<file path="config.mk">
export PLATFORM = sky130hd
export DESIGN_NAME = dmem_arbiter
export DESIGN_NICKNAME = d
export VERILOG_FILES = /design/src/rtl/dmem_arbiter_pkg.sv /design/src/rtl/dmem_arbiter.sv
export SDC_FILE = /design/constraint.sdc
export NUM_CORES = 1
export LEC_CHECK = 0
export CAP_MARGIN = 10
export CORE_AREA = 2 2 119 121
export DETAILED_ROUTE_END_ITERATION = 16
export DIE_AREA = 0 0 121 123
export SLEW_MARGIN = 20
export SYNTH_ARGS = -nofsm -noshare
export SYNTH_HDL_FRONTEND = slang
export SYNTH_SLANG_ARGS = --single-unit
</file>
<file path="constraint.sdc">
create_clock -name clock -period 4.4 [get_ports clock]
set_clock_uncertainty 0.15 [all_clocks]
set_input_delay 0.88 -clock clock [delete_from_list [all_inputs] [get_ports clock]]
set_output_delay 0.88 -clock clock [all_outputs]
set_load 0.05 [all_outputs]
</file>
<file path="src/rtl/dmem_arbiter_pkg.sv">
`default_nettype none
// ============================================================================
//  Module      : dmem_arbiter_pkg
//  Description : Shared constants, state encoding and address-check helper
//                for the two-port data-memory arbiter.
//  Revision    : 1.0 - initial release
// ============================================================================
package dmem_arbiter_pkg;

    localparam int WORD_W        = 32;
    localparam int DEFAULT_DEPTH = 32;

    localparam logic [1:0] ST_IDLE = 2'd0;
    localparam logic [1:0] ST_G0   = 2'd1;
    localparam logic [1:0] ST_G1   = 2'd2;

    // An access is rejected when misaligned or beyond the last word.
    function automatic logic addr_is_bad(input logic [WORD_W-1:0] addr,
                                         input int unsigned       depth);
        logic [WORD_W+1:0] limit;
        limit = {2'b00, depth} << 2;
        return (addr[1:0] != 2'b00) || ({2'b00, addr} >= limit);
    endfunction

endpackage
`default_nettype wire

</file>
<file path="src/rtl/dmem_arbiter.sv">
`default_nettype none
// ============================================================================
//  Module      : dmem_arbiter
//  Description : Two-port arbiter in front of a single-port data memory.
//                Round-robin on ties, with a cap on port-1 bursts.
//  Revision    : 1.0 - initial release
// ============================================================================
module dmem_arbiter
    import dmem_arbiter_pkg::*;
#(
    parameter int DEPTH        = DEFAULT_DEPTH,
    parameter int P1_MAX_BURST = 4
) (
    input  logic              clock,
    input  logic              resetn,

    input  logic              p0_req,
    input  logic              p0_we,
    input  logic [WORD_W-1:0] p0_addr,
    input  logic [WORD_W-1:0] p0_wdata,
    output logic              p0_gnt,
    output logic              p0_stall,
    output logic              p0_err,
    output logic [WORD_W-1:0] p0_rdata,

    input  logic              p1_req,
    input  logic              p1_we,
    input  logic [WORD_W-1:0] p1_addr,
    input  logic [WORD_W-1:0] p1_wdata,
    output logic              p1_gnt,
    output logic              p1_stall,
    output logic              p1_err,
    output logic [WORD_W-1:0] p1_rdata,

    output logic [WORD_W-1:0] mem_addr,
    output logic [WORD_W-1:0] mem_wdata,
    output logic              mem_we,
    output logic              mem_re,
    input  logic [WORD_W-1:0] mem_rdata
);

    localparam int                 BURST_W   = (P1_MAX_BURST < 1) ? 1 : $clog2(P1_MAX_BURST + 1);
    localparam logic [BURST_W-1:0] BURST_MAX = BURST_W'(P1_MAX_BURST);

    logic [1:0]         state;
    logic [1:0]         state_next;
    logic               last_p1;
    logic               last_next;
    logic [BURST_W-1:0] burst;
    logic [BURST_W-1:0] burst_next;
    logic               p1_capped;

    logic               sel_we;
    logic [WORD_W-1:0]  sel_addr;
    logic [WORD_W-1:0]  sel_wdata;
    logic               granted;
    logic               bad;
    logic               access;

    always_ff @(posedge clock or negedge resetn) begin
        if (!resetn) begin
            state   <= ST_IDLE;
            last_p1 <= 1'b1;
            burst   <= '0;
        end else begin
            state   <= state_next;
            last_p1 <= last_next;
            burst   <= burst_next;
        end
    end

    // The cap is judged on the burst count including the cycle now ending,
    // so a p0 grant always resets the budget before the next tie.
    always_comb begin
        burst_next = '0;
        if (state == ST_G1) begin
            burst_next = burst;
            if (p0_req && (burst != BURST_MAX)) begin
                burst_next = burst + 1'b1;
            end
        end
        p1_capped = (burst_next == BURST_MAX);

        case ({p0_req, p1_req})
            2'b10:   state_next = ST_G0;
            2'b01:   state_next = ST_G1;
            2'b11:   state_next = (last_p1 || p1_capped) ? ST_G0 : ST_G1;
            default: state_next = ST_IDLE;
        endcase

        // The pointer names the port holding the grant now being issued.
        last_next = last_p1;
        if (state_next == ST_G0) begin
            last_next = 1'b0;
        end else if (state_next == ST_G1) begin
            last_next = 1'b1;
        end
    end

    always_comb begin
        p0_gnt    = (state == ST_G0);
        p1_gnt    = (state == ST_G1);
        granted   = p0_gnt || p1_gnt;

        sel_we    = 1'b0;
        sel_addr  = '0;
        sel_wdata = '0;
        if (p0_gnt) begin
            sel_we    = p0_we;
            sel_addr  = p0_addr;
            sel_wdata = p0_wdata;
        end else if (p1_gnt) begin
            sel_we    = p1_we;
            sel_addr  = p1_addr;
            sel_wdata = p1_wdata;
        end

        bad       = granted && addr_is_bad(sel_addr, DEPTH);
        access    = granted && !bad;

        mem_addr  = sel_addr;
        mem_wdata = sel_wdata;
        mem_we    = access && sel_we;
        mem_re    = access && !sel_we;

        p0_err    = p0_gnt && bad;
        p1_err    = p1_gnt && bad;
        p0_rdata  = (p0_gnt && mem_re) ? mem_rdata : '0;
        p1_rdata  = (p1_gnt && mem_re) ? mem_rdata : '0;

        p0_stall  = p0_req && !p0_gnt;
        p1_stall  = p1_req && !p1_gnt;
    end

    a_one_grant : assert property (@(posedge clock) disable iff (!resetn)
        !(p0_gnt && p1_gnt));
    a_one_strobe : assert property (@(posedge clock) disable iff (!resetn)
        !(mem_we && mem_re));
    a_err_no_access : assert property (@(posedge clock) disable iff (!resetn)
        (p0_err || p1_err) |-> !(mem_we || mem_re));

endmodule
`default_nettype wire

</file>
==> flow_summary.json <==
{
  "initial_core_util_pct": 14.3,
  "crit_fanout": 34,
  "finalCritPeriodShare_pct": 98.2,
  "core_area_um2": 13600,
  "cp.required_ns": 3.37,
  "cts-buffers-inserted": 3,
  "first_pass_iters": 4,
  "layout_common_cells": "233 x clkdlybuf4s50_1, 70 x buf_12, 62 x a22o_1",
  "cts_tree": "built",
  "setup_viol": 0,
  "rr_worst_depth": 6,
  "postCtsHoldBufs": 0,
  "syn_inst": 272,
  "detail-route-antenna-nets": 0,
  "worstSetupPathType": "in2out",
  "drt_iter0_markers": 195,
  "start_kind": "input port",
  "seq_area_frac_synth_pct": 7.76,
  "rows": 43,
  "relSlewSlack_pct": 53.9,
  "hold_path.class": "reg2reg",
  "worst-r2r-setup-slack_ns": 2.57,
  "drc": 0,
  "io_pins": 302,
  "yosys.area.top_type": "a22o_1",
  "fillerInstances": 1294,
  "mostFrequentLayoutCell": "clkdlybuf4s50_1",
  "holdPathStages": 2,
  "drt_wl_total_um": 13800,
  "die_x_um": 121,
  "grt_max_degree": 64,
  "cts_max_path_buffers": 2,
  "ys_async_sr_fraction_pct": 100,
  "die_height_um": 123,
  "holdPathEnd": "burst[2]",
  "io_buffer_count": 301,
  "ys.flop_type": "dfrtp_1",
  "via_per_inst": 4.60,
  "track_usage_pct": 17.1,
  "hold_violations": 0,
  "netlist_area_um2": 1950,
  "postSynthAreaPerCell_um2": 7.17,
  "dp_slack_ns": -0.0381,
  "nets": 746,
  "rsz0062_at_grt": "false",
  "synth_top_area_share_pct": 27.8,
  "r2r_start": "burst[0]",
  "cp.arrival_ns": 3.29,
  "avgRoutedWirePerCell_um": 18.2,
  "outcome": "completed",
  "grt_antenna_before_repair": 3,
  "synthTopCellsByArea": "a22o_1 28%, nor3_2 15%, nor4_1 15%",
  "clkLatencyLatePin_ns": 0.23,
  "ir_worst_vdd_uv": 180,
  "ys_warn_count": 0,
  "dp_hpwl_um": 11400,
  "r2r-end": "state[1]",
  "synth-seq-cells": 6,
  "h-tree-depth": 1,
  "fin_ws_ns": 0.0805,
  "grt_pass1_wl_um": 20100,
  "tns_ns": 0,
  "cts-root-buf": "clkbuf_16",
  "fin_crit_ns": 4.32,
  "p_leak_nw": 2.36,
  "grt-ovfl-total": 0,
  "num_vias": 3474,
  "worst_pin_slew_ns": 0.692,
  "max_freq_mhz": 232,
  "synth_nets": 442,
  "synthDistinctLibCells": 37,
  "worstHoldStart": "burst[2]",
  "drive_gt1_share_pct": 25.6,
  "drv_slew": 0,
  "power-per-cell-area_nw_per_um2": 166,
  "crit_path_end_kind": "output pin",
  "path_clk_slew_ns": 0.04,
  "drv_cap": 0,
  "gp_congestion": 0.925,
  "dieArea_um2": 14900,
  "syn2layout_area_growth_pct": 214,
  "grt_pass1_vias": 3500,
  "cts.sinks": 6,
  "synth_edf_count": 0
}
[flip-flops by register name, summed over array words and instances, names as in the netlist]
register / cells
state: 2
burst: 3
last_p1: 1
[what timing repair did]
action                                  4_1_cts  5_1_grt
resized for setup                             1        3
hold endpoints to repair                      0        0
endpoints found under the setup margin        1        3
buffers inserted                              0        0
pin swaps                                     0        0
[kinds of logic after synthesis]
| kind of cell | after synthesis | synth area share (%) |
|---|---|---|
| buffers and inverters | 73 | 15.7 |
| XOR/XNOR | 1 | 0.449 |
| AO/OA/AOI/OAI | 80 | 33.9 |
| adder cells (fa/ha/maj) | 4 | 2.57 |
| flip-flops | 6 | 7.76 |
| multiplexers | 1 | 0.513 |
| AND/OR/NAND/NOR | 107 | 39.1 |
[cell usage after synthesis, drive strengths merged (2+ instances only)]
| cell type | n |
|---|---|
| a21boi | 2 |
| nor3 | 32 |
| ha | 4 |
| a22o | 62 |
| nand2b | 4 |
| nor2b | 3 |
| dfrtp | 5 |
| nor2 | 4 |
| inv | 38 |
| nor4 | 46 |
| o21ai | 4 |
| nand2 | 9 |
| a21oi | 5 |
| buf | 16 |
| clkbuf | 19 |
| nand4b | 2 |
| nand4 | 2 |
[critical path, cell delays in order]
cell and delay [ns]:
clkdlybuf4s50_1 0.47, nor4_2 0.32, a21oi_1 0.15, or4_2 0.69, buf_12 0.21, nor4_2 0.34, buf_12 0.18
[routing by layer]
layer / up-vias / wire [um] / GRT usage [%]
met4: 2 / 119 / 2.11
li1: 1650 / - / -
met1: 1660 / 5520 / 20.5
met2: 149 / 7100 / 31.8
met5: - / 12 / 0
met3: 13 / 1030 / 3.69
[worst max-delay path by stage]
stage,depth (start not counted),startpoint,to,slack (ns)
floorplan,8,state[1],p1_rdata[11],-0.34
global placement,7,p1_addr[29],mem_we,0.03
detailed placement,7,p1_addr[29],mem_re,-0.04
CTS,7,p1_addr[29],mem_re,0.03
global route,8,p1_addr[23],p1_rdata[17],0.003
finish,7,p1_addr[29],mem_we,0.08
[through the flow]
step                      cells  cell area [um^2]  utilization (%)  hold WS [ns]  power, mW
after global routing        755              6110             44.9         0.479       1.06
after global placement      751              6010             44.1         0.374      0.854
after floorplan             272              1970                -         0.357      0.499
after detailed placement    751              6010             44.1         0.429      0.860
after CTS                   755              6090             44.8         0.437       1.02
final                       756              6120             44.9         0.433       1.02
[power breakdown]
group	internal (mW)	switching, mW
registers	0.0603	0.00250
clock network	0.120	0.0334
logic	0.337	0.462
total	0.518	0.498
[layout make-up]
cell class	instances	area (um^2)	area share, %
clock buffer	4	78.8	1.29
timing repair buffer	334	3970	64.9
inverter	38	143	2.33
tap	180	225	3.68
sequential	6	151	2.48
multi-input combinational	193	1550	25.3
antenna	1	2.50	0.0409
Power figures use the tool's default switching activity.
